### src/rtl/riscv_definitions_pkg.sv
// Shared RV32I definitions: opcodes, ALU ops, the ID/EX control bundle
// and the ID/EX pipeline register layout.
package riscv_definitions;

  localparam int DATA_WIDTH     = 32;
  localparam int REG_COUNT      = 32;
  localparam int REG_ADDR_WIDTH = 5;

  typedef enum logic [6:0] {
    OP_LUI    = 7'b0110111,
    OP_AUIPC  = 7'b0010111,
    OP_JAL    = 7'b1101111,
    OP_JALR   = 7'b1100111,
    OP_BRANCH = 7'b1100011,
    OP_LOAD   = 7'b0000011,
    OP_STORE  = 7'b0100011,
    OP_IMM    = 7'b0010011,
    OP_REG    = 7'b0110011
  } opcode_t;

  typedef enum logic [3:0] {
    ALU_ADD   = 4'd0,
    ALU_SUB   = 4'd1,
    ALU_SLL   = 4'd2,
    ALU_SLT   = 4'd3,
    ALU_SLTU  = 4'd4,
    ALU_XOR   = 4'd5,
    ALU_SRL   = 4'd6,
    ALU_SRA   = 4'd7,
    ALU_OR    = 4'd8,
    ALU_AND   = 4'd9,
    ALU_LUI   = 4'd10,
    ALU_AUIPC = 4'd11
  } alu_op_t;

  typedef struct packed {
    alu_op_t    alu_op;
    logic       alu_src;
    logic       mem_read;
    logic       mem_write;
    logic       mem_to_reg;
    logic       reg_write;
    logic       branch;
    logic       jump;
    logic [2:0] funct3;
  } ctrl_t;

  localparam ctrl_t CTRL_BUBBLE = '0;

  typedef struct packed {
    logic [DATA_WIDTH-1:0]     pc;
    logic [DATA_WIDTH-1:0]     rs1_data;
    logic [DATA_WIDTH-1:0]     rs2_data;
    logic [DATA_WIDTH-1:0]     imm;
    logic [REG_ADDR_WIDTH-1:0] rs1_addr;
    logic [REG_ADDR_WIDTH-1:0] rs2_addr;
    logic [REG_ADDR_WIDTH-1:0] rd_addr;
    ctrl_t                     ctrl;
    logic                      illegal;
  } id_ex_t;

  // funct7[5] selects SUB/SRA; for OP-IMM only the shift uses it
  function automatic alu_op_t alu_from_funct(
    input logic [2:0] f3,
    input logic       f7b5,
    input logic       is_reg
  );
    alu_op_t op;
    unique case (f3)
      3'b000:  op = (is_reg && f7b5) ? ALU_SUB : ALU_ADD;
      3'b001:  op = ALU_SLL;
      3'b010:  op = ALU_SLT;
      3'b011:  op = ALU_SLTU;
      3'b100:  op = ALU_XOR;
      3'b101:  op = f7b5 ? ALU_SRA : ALU_SRL;
      3'b110:  op = ALU_OR;
      default: op = ALU_AND;
    endcase
    return op;
  endfunction

endpackage

### src/rtl/instruction_decode_register_file.sv
// 32x32 register file: two async read ports, one sync write port.
// RF_WRITE_BYPASS_EN forwards the same-cycle WB write to the read ports.
module register_file
  import riscv_definitions::*;
(
  input  logic                      clk,
  input  logic                      rst_n,
  input  logic [REG_ADDR_WIDTH-1:0] i_rs1_addr,
  input  logic [REG_ADDR_WIDTH-1:0] i_rs2_addr,
  output logic [DATA_WIDTH-1:0]     o_rs1_data,
  output logic [DATA_WIDTH-1:0]     o_rs2_data,
  input  logic                      i_we,
  input  logic [REG_ADDR_WIDTH-1:0] i_wr_addr,
  input  logic [DATA_WIDTH-1:0]     i_wr_data
);

  logic [DATA_WIDTH-1:0] regs_q [REG_COUNT];
  logic [DATA_WIDTH-1:0] regs_d [REG_COUNT];
  logic                  wr_ok;

  assign wr_ok = i_we && (i_wr_addr != '0);

  always_comb begin
    regs_d = regs_q;
    for (int i = 1; i < REG_COUNT; i++) begin
      if (wr_ok && i_wr_addr == REG_ADDR_WIDTH'(i))
        regs_d[i] = i_wr_data;
    end
  end

  always_ff @(posedge clk) begin
    if (!rst_n) begin
      for (int i = 0; i < REG_COUNT; i++)
        regs_q[i] <= '0;
    end else begin
      regs_q <= regs_d;
    end
  end

  function automatic logic [DATA_WIDTH-1:0] rd_port(
    input logic [REG_ADDR_WIDTH-1:0] a
  );
    logic [DATA_WIDTH-1:0] v;
    v = (a == '0) ? '0 : regs_q[a];
`ifdef RF_WRITE_BYPASS_EN
    if (wr_ok && a == i_wr_addr)
      v = i_wr_data;
`endif
    return v;
  endfunction

  assign o_rs1_data = rd_port(i_rs1_addr);
  assign o_rs2_data = rd_port(i_rs2_addr);

endmodule

### src/rtl/instruction_decode.sv
// RV32I ID stage: decode, immediates, register read, hazard detect, ID/EX.
// Optional macro RF_WRITE_BYPASS_EN: same-cycle WB-to-ID register bypass.
module instruction_decode
  import riscv_definitions::*;
(
  input  logic                      clk,
  input  logic                      rst_n,
  input  logic                      clk_en,
  input  logic                      i_flush,
  input  logic [DATA_WIDTH-1:0]     i_if_inst,
  input  logic [DATA_WIDTH-1:0]     i_if_pc,
  input  logic                      i_ex_mem_read,
  input  logic [REG_ADDR_WIDTH-1:0] i_ex_rd_addr,
  input  logic                      i_wb_reg_write,
  input  logic [REG_ADDR_WIDTH-1:0] i_wb_rd_addr,
  input  logic [DATA_WIDTH-1:0]     i_wb_rd_data,
  output logic                      o_hazard_stall,
  output logic [DATA_WIDTH-1:0]     o_id_pc,
  output logic [DATA_WIDTH-1:0]     o_id_rs1_data,
  output logic [DATA_WIDTH-1:0]     o_id_rs2_data,
  output logic [DATA_WIDTH-1:0]     o_id_imm,
  output logic [REG_ADDR_WIDTH-1:0] o_id_rs1_addr,
  output logic [REG_ADDR_WIDTH-1:0] o_id_rs2_addr,
  output logic [REG_ADDR_WIDTH-1:0] o_id_rd_addr,
  output ctrl_t                     o_id_ctrl,
  output logic                      o_id_illegal
);

  logic [6:0]                opc;
  logic [2:0]                f3;
  logic [REG_ADDR_WIDTH-1:0] rs1, rs2, rd;
  logic [DATA_WIDTH-1:0]     imm_i, imm_s, imm_b, imm_u, imm_j;
  logic [DATA_WIDTH-1:0]     rs1_data, rs2_data;
  ctrl_t                     ctrl;
  logic [DATA_WIDTH-1:0]     imm;
  logic                      illegal;
  logic                      uses_rs2;
  logic                      load_use;
  logic                      wb_hz;
  id_ex_t                    dec;
  id_ex_t                    id_ex_d, id_ex_q;

  assign opc = i_if_inst[6:0];
  assign f3  = i_if_inst[14:12];
  assign rs1 = i_if_inst[19:15];
  assign rs2 = i_if_inst[24:20];
  assign rd  = i_if_inst[11:7];

  assign imm_i = {{20{i_if_inst[31]}}, i_if_inst[31:20]};
  assign imm_s = {{20{i_if_inst[31]}}, i_if_inst[31:25],
                  i_if_inst[11:7]};
  assign imm_b = {{19{i_if_inst[31]}}, i_if_inst[31], i_if_inst[7],
                  i_if_inst[30:25], i_if_inst[11:8], 1'b0};
  assign imm_u = {i_if_inst[31:12], 12'b0};
  assign imm_j = {{11{i_if_inst[31]}}, i_if_inst[31],
                  i_if_inst[19:12], i_if_inst[20],
                  i_if_inst[30:21], 1'b0};

  register_file u_rf (
    .clk        (clk),
    .rst_n      (rst_n),
    .i_rs1_addr (rs1),
    .i_rs2_addr (rs2),
    .o_rs1_data (rs1_data),
    .o_rs2_data (rs2_data),
    .i_we       (i_wb_reg_write),
    .i_wr_addr  (i_wb_rd_addr),
    .i_wr_data  (i_wb_rd_data)
  );

  always_comb begin
    ctrl     = CTRL_BUBBLE;
    imm      = '0;
    illegal  = 1'b0;
    uses_rs2 = 1'b0;
    case (opc)
      OP_LUI: begin
        imm            = imm_u;
        ctrl.alu_op    = ALU_LUI;
        ctrl.alu_src   = 1'b1;
        ctrl.reg_write = 1'b1;
      end
      OP_AUIPC: begin
        imm            = imm_u;
        ctrl.alu_op    = ALU_AUIPC;
        ctrl.alu_src   = 1'b1;
        ctrl.reg_write = 1'b1;
      end
      OP_JAL: begin
        imm            = imm_j;
        ctrl.jump      = 1'b1;
        ctrl.reg_write = 1'b1;
      end
      OP_JALR: begin
        imm            = imm_i;
        ctrl.jump      = 1'b1;
        ctrl.alu_src   = 1'b1;
        ctrl.reg_write = 1'b1;
        ctrl.funct3    = f3;
      end
      OP_BRANCH: begin
        imm         = imm_b;
        uses_rs2    = 1'b1;
        ctrl.alu_op = ALU_SUB;
        ctrl.branch = 1'b1;
        ctrl.funct3 = f3;
      end
      OP_LOAD: begin
        imm             = imm_i;
        ctrl.alu_src    = 1'b1;
        ctrl.mem_read   = 1'b1;
        ctrl.mem_to_reg = 1'b1;
        ctrl.reg_write  = 1'b1;
        ctrl.funct3     = f3;
      end
      OP_STORE: begin
        imm            = imm_s;
        uses_rs2       = 1'b1;
        ctrl.alu_src   = 1'b1;
        ctrl.mem_write = 1'b1;
        ctrl.funct3    = f3;
      end
      OP_IMM: begin
        imm            = imm_i;
        ctrl.alu_op    = alu_from_funct(f3, i_if_inst[30], 1'b0);
        ctrl.alu_src   = 1'b1;
        ctrl.reg_write = 1'b1;
        ctrl.funct3    = f3;
      end
      OP_REG: begin
        uses_rs2       = 1'b1;
        ctrl.alu_op    = alu_from_funct(f3, i_if_inst[30], 1'b1);
        ctrl.reg_write = 1'b1;
        ctrl.funct3    = f3;
      end
      default: begin
        // the all-zero IF flush word is a plain bubble, not an error
        illegal = (i_if_inst != '0);
      end
    endcase
  end

  assign load_use = i_ex_mem_read && (i_ex_rd_addr != '0) &&
                    ((i_ex_rd_addr == rs1) ||
                     (uses_rs2 && i_ex_rd_addr == rs2));

`ifdef RF_WRITE_BYPASS_EN
  assign wb_hz = 1'b0;
`else
  // without bypass, wait one cycle for the WB write to land
  assign wb_hz = i_wb_reg_write && (i_wb_rd_addr != '0) &&
                 ((i_wb_rd_addr == rs1) ||
                  (uses_rs2 && i_wb_rd_addr == rs2));
`endif

  assign o_hazard_stall = load_use || wb_hz;

  always_comb begin
    dec          = '0;
    dec.pc       = i_if_pc;
    dec.rs1_data = rs1_data;
    dec.rs2_data = rs2_data;
    dec.imm      = imm;
    dec.rs1_addr = rs1;
    dec.rs2_addr = rs2;
    dec.rd_addr  = rd;
    dec.ctrl     = ctrl;
    dec.illegal  = illegal;

    id_ex_d = id_ex_q;
    if (clk_en) begin
      id_ex_d = dec;
      if (i_flush || o_hazard_stall) begin
        id_ex_d.ctrl    = CTRL_BUBBLE;
        id_ex_d.illegal = 1'b0;
      end
    end
  end

  always_ff @(posedge clk) begin
    if (!rst_n) id_ex_q <= '0;
    else        id_ex_q <= id_ex_d;
  end

  assign o_id_pc       = id_ex_q.pc;
  assign o_id_rs1_data = id_ex_q.rs1_data;
  assign o_id_rs2_data = id_ex_q.rs2_data;
  assign o_id_imm      = id_ex_q.imm;
  assign o_id_rs1_addr = id_ex_q.rs1_addr;
  assign o_id_rs2_addr = id_ex_q.rs2_addr;
  assign o_id_rd_addr  = id_ex_q.rd_addr;
  assign o_id_ctrl     = id_ex_q.ctrl;
  assign o_id_illegal  = id_ex_q.illegal;

endmodule
### config.mk
export PLATFORM = sky130hd
export DESIGN_NAME = instruction_decode
export DESIGN_NICKNAME = d
export VERILOG_FILES = /design/src/rtl/riscv_definitions_pkg.sv /design/src/rtl/instruction_decode_register_file.sv /design/src/rtl/instruction_decode.sv
export SDC_FILE = /design/constraint.sdc
export NUM_CORES = 2
export LEC_CHECK = 0
export CAP_MARGIN = 15
export CORE_UTILIZATION = 35
export CTS_CLUSTER_SIZE = 10
export DETAILED_ROUTE_END_ITERATION = 10
export HOLD_SLACK_MARGIN = 0.15
export SYNTH_ARGS = -nofsm -noshare
export SYNTH_HDL_FRONTEND = slang
export SYNTH_SLANG_ARGS = --single-unit
### constraint.sdc
create_clock -name clk -period 6.11 [get_ports clk]
set_input_delay 1.222 -clock clk [delete_from_list [all_inputs] [get_ports clk]]
set_output_delay 1.222 -clock clk [all_outputs]
set_load 0.02 [all_outputs]
# Yosys cells after proc, flatten, opt, wreduce, memory -nomap -nowiden
# Cells that the tools add are included.
# op_classes
n_lt_le_gt_ge,2
n_eq_ne,50
mux,24
bitwise_logic,2
reduce_logical,55
# op_table
cell,n
$bmux W32 S5,2
$mux W32,6
$pmux W32 S5,1
$eq A5 B5 Y1 const B,16
$pmux W4 S7,2
$eq A5 B4 Y1 const B,8
$logic_and A1 B1 Y1,37
$reduce_bool A32 Y1,1
$eq A7 B6 Y1 const B,3
$eq A7 B7 Y1 const B,3
$eq A5 B3 Y1 const B,4
$eq A5 B5 Y1,4
$pmux W4 S5,1
$mux W15,1
$eq A7 B5 Y1 const B,2
$ge A6 B6 Y1 const B,2
$not A5 Y6,2
$reduce_or A6 Y1,2
$eq A5 B2 Y1 const B,2
$logic_not A5 Y1,2
$mux W1,10
$reduce_bool A5 Y1,2
$eq A3 B3 Y1 const B,3
$reduce_or A9 Y1,1
10 further kinds,16
# totals
regBits,1150
in_bits,112
out_inout_bits,159
elab_cells,181

# Depth between registers and ports, before layout
# depth
ltp_word,9
mapped_depth,10
mapped_depth_nobuf,5

# Cells and area by module
# Synthesis repeated with hierarchy kept, for this count alone.
# unflattened
hier_cells,6425
area_unflattened_um2,58851.4
# by_module_without_submodules
module,instances,cells_per_inst,area_each_um2,seq_area_each_um2
register_file,1,5779,52639.2,19859.0
instruction_decode,1,646,6212.2,3143.0

# Worst setup path before layout
# No wires, ideal clock.
# synth_path
path_type,input to output
start,input i_wb_rd_addr[0]
end,output o_hazard_stall
arrival_time_ns,2.636
required_ns,4.888
slack_ns,2.252
stages,7
n_path_buf,2
path_cell_list,buf_4 -> or2_1 -> buf_4 -> o41ai_2 -> or4_1 -> a22oi_4 -> or2_2
# synth_via
elab_chain_cells,5
word_cells_on_any_way,8
cone_classes,eq/ne (2); reduce/logical (6)
# synth_lines
item,line,rtl
from (decl),instruction_decode.sv:15,"input logic [REG_ADDR_WIDTH-1:0] i_wb_rd_addr,"
$eq A5 B5 Y1,instruction_decode.sv:153,(uses_rs2 && i_wb_rd_addr == rs2));
$logic_and A1 B1 Y1,instruction_decode.sv:153,
$logic_or A1 B1 Y1,instruction_decode.sv:152,((i_wb_rd_addr == rs1) ||
$logic_and A1 B1 Y1 (*),instruction_decode.sv:151,assign wb_hz = i_wb_reg_write && (i_wb_rd_addr != '0) &&
$logic_or A1 B1 Y1 (*),instruction_decode.sv:156,assign o_hazard_stall = load_use || wb_hz;
to (decl),instruction_decode.sv:17,"output logic o_hazard_stall,"
# Every way passes the cells marked *; elsewhere a longest branch is shown, timed or not.

# Final worst setup path
# layout_path
start,input i_wb_rd_addr[1]
end,output o_hazard_stall
# Same word-level chain as after synthesis.

==> flow_summary_export.csv <==
group,metric,value,unit
critical_path,rr_endpoint,"o_id_rs2_data[22]",
clock_tree,cts_hold_buf,0,
floorplan,die_height,404.9,um
critical_path,crit_fanout,15,
power_and_ir_drop,irDropWorstVdd,174.5,uV
floorplan,std_cell_rows,147,
grt,grt_pass1_vias,50220,
floorplan,initial_utilization,35.31,%
critical_path,r2r-start,"u_rf.regs_q[662]",
clock_tree,cts-root-buf,"clkbuf_16",
detailed_routing,first_pass_iters,6,
detailed_routing,via_count,54510,
timing,setup-tns-final,0,ns
grt,grt_util_met2,44.02,%
grt,grt_max_degree,136,
logic_synthesis,synth_cell_types,70,
finish,syn_to_final_growth,14.68,%
timing,setup_viol,0,
critical_path,cp.required,4.89,ns
power_and_ir_drop,leakage,21.40,nW
hold_path,hold_end,"o_id_imm[3]",
grt,top_usage_layer,"met2",
flow_run,drv_cap,0,
grt,use_met1,39.59,%
clock_tree,clk_pin_slew,0.05,ns
clock_tree,clock_path_buffers,3,
timing,min_period,5.687,ns
logic_synthesis,yosysTopAreaCellShare,40.48,%
grt,antenna_found_initial,21,
timing,period_share,93.07,%
logic_synthesis,synth_edf_count,0,
hold_path,whs_path_depth,2,
timing,rsz0062_at_grt,"no",
floorplan,coreArea,0.1609,sq mm
finish,final_core_util,40.49,%
logic_synthesis,synthMostInstantiatedCell,"nand2_1",
grt,track_usage,30.55,%
timing,layout_setup_ws,0.4234,ns
placed_design,dpl-instance-area,0.06118,sq mm
logic_synthesis,syn_area_per_cell,8.489,sq um
timing,slew_headroom,13.23,%
detailed_routing,drtIter0Drc,8891,
detailed_routing,routed_wl,259400,um
finish,final_nets,6736,
critical_path,worstSetupPathType,"in -> out",
critical_path,crit_arrival,4.46,ns
floorplan,ioPinCount,271,
timing,final_hold_viol_count,0,
logic_synthesis,synth_top_cells_by_area,"dfxtp_1, nand2_1, mux4_2",
critical_path,startpoint_type,"input pin",
timing,slew_viol_final,0,
finish,finalNonFillerCells,8832,
grt,grt_overflow,0,
clock_tree,cts_tree,"built",
logic_synthesis,yosysWarningCount,0,
power_and_ir_drop,p_per_area,258.9,mW/mm^2
hold_path,hold_start,"o_id_imm[3]",
status,status,"finished clean",
critical_path,critPathCaptureType,"primary output",
finish,finish.instance_area,0.06517,sq mm
logic_synthesis,synthCells,6694,
finish,regArea,0.02300,sq mm
placed_design,place.detailed.hpwl,155900,um
placed_design,port_buffers,270,
grt,use_met3,9.746,%
clock_tree,ctsResizeCount,0,
logic_synthesis,synthTopCellsByCount,"nand2_1, dfxtp_1, a21oi_1",
logic_synthesis,synth_top_flop_cell,"dfxtp_1",
timing,hold_ws,0.4504,ns
floorplan,die_w,404.9,um
clock_tree,clock_latency,0.79,ns
detailed_routing,ant_nets,0,
floorplan,dieArea,0.1640,sq mm
timing,fmax,175.9,MHz
logic_synthesis,async_flop_share,0,%
placed_design,gp_congestion,0.9243,
placed_design,place_ws,0.5005,ns
detailed_routing,drc_errors,0,
logic_synthesis,synth_area,0.05683,sq mm
timing,skew,0.02472,ns
power_and_ir_drop,total_power,16.87,mW
critical_path,reg2reg_depth,5,
clock_tree,htreeDepth,4,
detailed_routing,avgViaCountPerCell,6.171,
clock_tree,post-cts-setup-buffers,0,
logic_synthesis,ys_ff_latch,1149,
hold_path,hp-class,"reg -> reg",
logic_synthesis,synth_fp_nets,6806,
clock_tree,cts.sinks,1149,
clock_tree,cts_buffers,136,
placed_design,dp.cells,8640,
timing,max_slew.worst_pin.slew,1.297,ns
logic_synthesis,seq_area_frac_synth,40.48,%
grt,grt_pass1_wl,363400,um
finish,n_fill_cell,15790,
critical_path,r2r_slack,3.89,ns
logic_synthesis,synth_top_cell_by_area,"dfxtp_1",
finish,multi_input_area,0.03107,sq mm
finish,drive_above_1_share,12.53,%
detailed_routing,routedWlPerCell,29.37,um
routing by layer:
layer	routed length [um]	share of wire (%)
met1	96810	37
met2	107700	42
met3	37960	15
met4	16790	6.5
met5	90	0.035
logic make-up (layout without fill, tap and decap cells):
logic type,after synthesis,in the layout,share of synthesized area (%)
XOR/XNOR,20,20,0.3082
buffers and inverters,681,650,5.551
AND/OR/NAND/NOR,2546,2546,17.61
multiplexers,749,749,20.11
other,0,9,0
flip-flops,1149,1149,40.48
AO/OA/AOI/OAI,1549,1549,15.94
layout by cell type, fill, tap and decap left out, types with 35 or more instances in the layout:
cell type	instances
dfxtp_1	1149
mux4_2	300
a21oi_1	1064
a221oi_1	94
o31ai_1	40
clkdlybuf4s50_1	258
mux2i_1	366
clkbuf_16	143
mux2_2	78
buf_4	173
nor2_1	110
o221ai_1	43
o21ai_0	75
nand2_1	2204
a22oi_1	35
power breakdown:
group          internal, mW  switching, mW
Sequential             7.59         0.0916
Clock                  4.25           3.27
Combinational         0.524           1.15
Total                  12.4           4.52
sequential cells by signal, summed over array words and instances, names as in the netlist, 5 cells and up:
| register | cells |
|---|---|
| o_id_ctrl | 13 |
| o_id_imm | 32 |
| o_id_rd_addr | 5 |
| o_id_pc | 32 |
| o_id_rs2_data | 32 |
| o_id_rs2_addr | 5 |
| o_id_rs1_data | 32 |
| u_rf.regs_q | 992 |
| o_id_rs1_addr | 5 |
area by class of cell:
type                    count  area share [%]
clock inverters            10          0.2016
repair buffers            463           6.898
clock buffers             167           5.673
flip-flops and latches   1149           35.30
multi-input cells        4864           47.68
well taps                2160           4.147
inverters                  10         0.06912
diodes                      9         0.03456
worst max-delay path by stage:
stage,startpoint,to,slack [ns],cells past startpoint
CTS,i_wb_rd_addr[1],o_hazard_stall,0.49,7
finish,i_wb_rd_addr[1],o_hazard_stall,0.42,7
detailed placement,i_wb_rd_addr[1],o_hazard_stall,0.50,7
global route,i_wb_rd_addr[1],o_hazard_stall,0.31,7
floorplan,i_wb_rd_addr[0],o_hazard_stall,2.25,7
global placement,i_ex_rd_addr[1],o_hazard_stall,0.48,7
critical path, stage by stage:
cell and delay (ns):
clkdlybuf4s50_1 0.69, or2_1 0.20, o41ai_2 0.09, or4_1 0.91, a22oi_4 0.53, or2_2 0.20, clkdlybuf4s50_1 0.61
Note: power is estimated with default switching activity, not from simulation.
